--- src/rtl/fu_complete_queue.sv ---
// Purpose     : per-FU completion buffer; queues finished preg tags and offers the oldest to the CDB.
// Latency     : a tag pushed at edge N is offered from cycle N+1; it is retired when the grant returns.
// Backpressure: full_o stalls FU writeback; a push while full is dropped; a lost grant re-offers the tag.
//
// Ports:
//   clk, reset          - rising-edge clock, asynchronous active-low reset
//   push_i, push_tag_i  - completed result from the FU and its destination preg tag
//   full_o              - queue holds DEPTH entries; FU must hold its writeback
//   squash_i            - mispredict flush, empties the queue
//   complete_o          - completion request to the CDB arbiter
//   complete_tag_o      - tag offered with the request (0 when no request)
//   grant_i             - registered CDB grant for the entry offered last cycle
//   count_o             - current occupancy

`ifndef PREG_NUMBER
`define PREG_NUMBER 64
`endif

module fu_complete_queue #(
   parameter int DEPTH = 4,
   parameter int TAG_W = $clog2(`PREG_NUMBER)
) (
   input  logic                     clk,
   input  logic                     reset,
   input  logic                     push_i,
   input  logic [TAG_W-1:0]         push_tag_i,
   output logic                     full_o,
   input  logic                     squash_i,
   output logic                     complete_o,
   output logic [TAG_W-1:0]         complete_tag_o,
   input  logic                     grant_i,
   output logic [$clog2(DEPTH):0]   count_o
);

   localparam int PTR_W = $clog2(DEPTH);
   localparam int CNT_W = PTR_W + 1;

   logic [TAG_W-1:0] mem [DEPTH];
   logic [PTR_W-1:0] head;
   logic [PTR_W-1:0] tail;
   logic [PTR_W-1:0] offer_ptr;
   logic [CNT_W-1:0] count;
   logic             drop_grant;
   logic             g;
   logic             push_acc;
   logic             pop;

   // A grant arriving right after a squash belongs to an entry that no
   // longer exists, so it is masked for that one cycle.
   assign g        = grant_i & ~drop_grant & (count != '0);
   assign full_o   = (count == CNT_W'(DEPTH));
   assign push_acc = push_i & ~full_o & ~squash_i;
   assign pop      = g & ~squash_i;

   // While a grant is returning, mem[head] was already sampled by the CDB at
   // the previous edge; offering it again would broadcast it twice, so the
   // next entry is offered instead. Pointer arithmetic wraps naturally.
   assign offer_ptr      = head + PTR_W'(g);
   assign complete_o     = (count > CNT_W'(g));
   assign complete_tag_o = complete_o ? mem[offer_ptr] : '0;
   assign count_o        = count;

   always_ff @(posedge clk or negedge reset) begin
      if (!reset) begin
         head       <= '0;
         tail       <= '0;
         count      <= '0;
         drop_grant <= 1'b0;
      end else if (squash_i) begin
         head       <= '0;
         tail       <= '0;
         count      <= '0;
         drop_grant <= 1'b1;
      end else begin
         drop_grant <= 1'b0;
         if (push_acc) tail <= tail + PTR_W'(1);
         if (pop)      head <= head + PTR_W'(1);
         count <= count + CNT_W'(push_acc) - CNT_W'(pop);
      end
   end

   // Storage is not reset; entries are only visible through count.
   always_ff @(posedge clk) begin
      if (push_acc) mem[tail] <= push_tag_i;
   end

`ifndef SYNTHESIS
   grant_needs_entry: assert property (@(posedge clk) disable iff (!reset)
      grant_i |-> (count != '0 || drop_grant))
      else $error("fu_complete_queue: grant received with empty queue");
`endif

endmodule

--- config.mk ---
export PLATFORM = sky130hd
export DESIGN_NAME = fu_complete_queue
export DESIGN_NICKNAME = d
export VERILOG_FILES = /design/src/rtl/fu_complete_queue.sv
export SDC_FILE = /design/constraint.sdc
export NUM_CORES = 1
export LEC_CHECK = 0
export CORE_MARGIN = 1
export CORE_UTILIZATION = 50
export DETAILED_ROUTE_END_ITERATION = 6
export GPL_TIMING_DRIVEN = 1
export PLACE_DENSITY = 0.78
export SYNTH_ARGS = -nofsm -noshare
export SYNTH_HDL_FRONTEND = slang
export SYNTH_SLANG_ARGS = --single-unit
--- constraint.sdc ---
create_clock -name clk -period 2.6 [get_ports clk]
set_input_delay 0.39 -clock clk [delete_from_list [all_inputs] [get_ports clk]]
set_output_delay 0.39 -clock clk [all_outputs]
set_load 0.1 [all_outputs]
==> flow_summary_export.csv <==
group,metric,value,unit
synthesis,ys_warn_count,0,
finish,num-nets-final,154,
routing,drcViolationCount,4,
clock_network,cts_tree,"built",
sta,whs,0.3414,ns
routing,wl_per_cell,15.41,microns
floorplan,initial_core_util,53.83,%
floorplan,die-area,3270,sq um
routing,wl,2528,microns
setup_path,path_cells,"nor3_4, nor3b_2, ha_1, buf_12, mux4_2, and2b_4, buf_12",
job,maxCapViolations,0,
synthesis,ys_types,27,
clock_network,ctsRootBufferMaster,"clkbuf_4",
hold_path,hold_class,"in -> async",
setup_path,crit_path_start,"count_o[1]",
sta,fmax,358.1,MHz
global_routing,grt_pass1_wl,4264,microns
synthesis,synth_cells,97,
finish,seq_area,932.1,sq um
setup_path,rr_worst_depth,11,
floorplan,die_w,57.19,microns
sta,rsz0062_at_grt,"yes",
synthesis,synth_area_per_cell,15.70,sq um
routing,drtPass1Iterations,6,
synthesis,syn_area,1523,sq um
sta,maxSlewViolCount,0,
routing,highest_layer,"met4",
setup_path,critPathMaxStageDelay,0.50,ns
routing,antenna_left,0,
synthesis,synthArstFlopShare,25.00,%
setup_path,start_kind,"register",
finish,final_cell_mix,"24 x edfxtp_1, 12 x buf_4, 10 x ha_1, 10 x clkdlybuf4s50_1, 9 x inv_1",
sta,post-route-min-period,2.792,ns
sta,relSlewSlack,74.55,%
setup_path,crit_type,"reg -> out",
placed_design,dpl.hpwl,1921,microns
finish,diodes,0,
finish,final_common_cell,"edfxtp_1",
floorplan,die_h,57.19,microns
placed_design,io_buffers,21,
clock_network,ctsHtreeMaxLevel,2,
finish,area_growth,32.13,%
finish,multiInputGateArea,576.8,sq um
setup_path,critPathSlowestCell,"dfrtp_4",
clock_network,cts_sinks,32,
clock_network,clock_path_buffers,2,
setup_path,cp_data_arrival_time,2.40,ns
routing,drt_iter0_markers,24,
clock_network,clk_latency,0.33,ns
status,violations,"DRC, setup timing",
global_routing,grt_pass1_vias,941,
sta,tightest_slew,0.3805,ns
setup_path,reg2reg_from,"count_o[2]",
synthesis,yosysSeqAreaShare,60.48,%
synthesis,ys.flop_type,"edfxtp_1",
floorplan,fp.coreArea,2829,sq um
global_routing,grt-ovfl-total,0,
synthesis,synth_edf_count,24,
floorplan,io_pins,22,
global_routing,grt_max_degree,12,
global_routing,track_usage,18.13,%
finish,final.fill_count,182,
setup_path,crit_path_max_fanout,6,
sta,worst_slack,-0.1924,ns
setup_path,crit_top_cell,"buf_12",
routing,num_vias,874,
floorplan,num_rows,19,
synthesis,syn_nets,119,
routing,vias_per_cell,5.329,
clock_network,ctsHoldBuffers,0,
setup_path,critPathRequiredTime,2.21,ns
routing,m1WireLength,1110,microns
synthesis,synth-seq-cells,32,
setup_path,r2r_end,"count_o[2]",
sta,finalHoldViolations,0,
clock_network,clk_pin_slew_worst_paths,0.09,ns
routing,met2WireLength,1292,microns
routing,wl_met3,92,microns
sta,fin_worst_skew,0.008186,ns
clock_network,cts_buffers,5,
sta,finalCritPeriodShare,107.4,%
placed_design,routabilityCongestion,0.7586,
setup_path,crit_path_end,"complete_tag_o[1]",
global_routing,antenna_found_initial,0,
status,status,"finished, violations left",
setup_path,endpoint_kind,"output pin",
finish,layout-drive-gt1-share,37.59,%
sta,setup_viol,6,
setup_path,r2r_slack,0.28,ns
## cell type report
| cell class | count | share of cell area [%] |
|---|---|---|
| Multi-Input combinational cell | 53 | 28.67 |
| Tap cell | 31 | 1.928 |
| Inverter | 10 | 1.866 |
| Sequential cell | 32 | 46.33 |
| Clock inverter | 2 | 1.741 |
| Clock buffer | 6 | 2.052 |
| Timing Repair Buffer | 30 | 17.41 |
## what timing repair did
| action | 4_1_cts | 5_1_grt |
|---|---|---|
| gates cloned | 0 | 0 |
| gates resized for setup | 3 | 1 |
| pin swaps | 2 | 2 |
| setup endpoints to repair | 7 | 7 |
| buffers inserted | 1 | 1 |
## logic make-up (layout without fill, tap and decap cells)
| logic type | count (synthesis) | count (layout) | share of synthesized area (%) |
|---|---|---|---|
| multiplexers | 8 | 8 | 10.52 |
| XOR/XNOR | 2 | 2 | 1.644 |
| AO/OA/AOI/OAI | 5 | 5 | 1.972 |
| adder cells (fa/ha/maj) | 11 | 11 | 9.532 |
| buffers and inverters | 12 | 48 | 3.451 |
| AND/OR/NAND/NOR | 27 | 27 | 12.41 |
| flip-flops | 32 | 32 | 60.48 |
## worst min-delay path by stage
stage | to | slack (ns) | from
6_report | head[1] | 0.34 | reset
5_1_grt | head[1] | 0.34 | reset
4_1_cts | head[1] | 0.34 | reset
3_5_place_dp | tail[1] | 0.59 | tail[1]
3_3_place_gp | tail[1] | 0.57 | tail[1]
2_1_floorplan | drop_grant | 0.09 | reset
## critical path, delay by kind of cell (launching register included)
kind,cells,cell delay [ns]
DFF,1,0.50
adders and majority gates,1,0.32
muxes,1,0.49
buffers and inverters,2,0.29
and+or+nand+nor,3,0.48
## state kept, by name, indices dropped and copies added, names as in the netlist
register    flops
count_o         3
drop_grant      1
head            2
mem            24
tail            2
## synth_stat cells, drive strengths merged, types with 2 or more instances
cell	n	share of area (%)
mux4	6	9.1
nor2	4	0.99
nor3b	2	1.6
o21ai	2	0.66
or3	2	0.82
nor2b	4	2.1
edfxtp	24	47
and2	4	1.6
nand2b	3	1.2
ha	10	8.2
a21oi	2	0.66
nor3	2	0.99
inv	10	2.5
and2b	5	2.5
dfrtp	8	13
## per-stage QoR
stage | std cells | worst slack, ns | util [%] | area [sq um] | setup TNS [ns]
after CTS | 163 | -0.2274 | 70.85 | 2004 | -1.305
after detailed placement | 154 | -0.1108 | 67.76 | 1917 | -0.5353
after global routing | 164 | -0.2814 | 71.12 | 2012 | -1.609
final | 164 | -0.1924 | 71.12 | 2012 | -1.095
after global placement | 154 | -0.05846 | 67.76 | 1917 | -0.2541
after floorplan | 97 | -0.2969 | - | 1558 | -0.5932
## routing by layer
| metal | up-vias | GRT usage (%) |
|---|---|---|
| met2 | 17 | 30.42 |
| met4 | 0 | 7.317 |
| met5 | - | 0 |
| li1 | 418 | - |
| met1 | 435 | 22.52 |
| met3 | 4 | 4.762 |
Power is left out: the tool's default activity adds up to more than one toggle a clock period on the data nets, which glitch-free logic cannot reach.
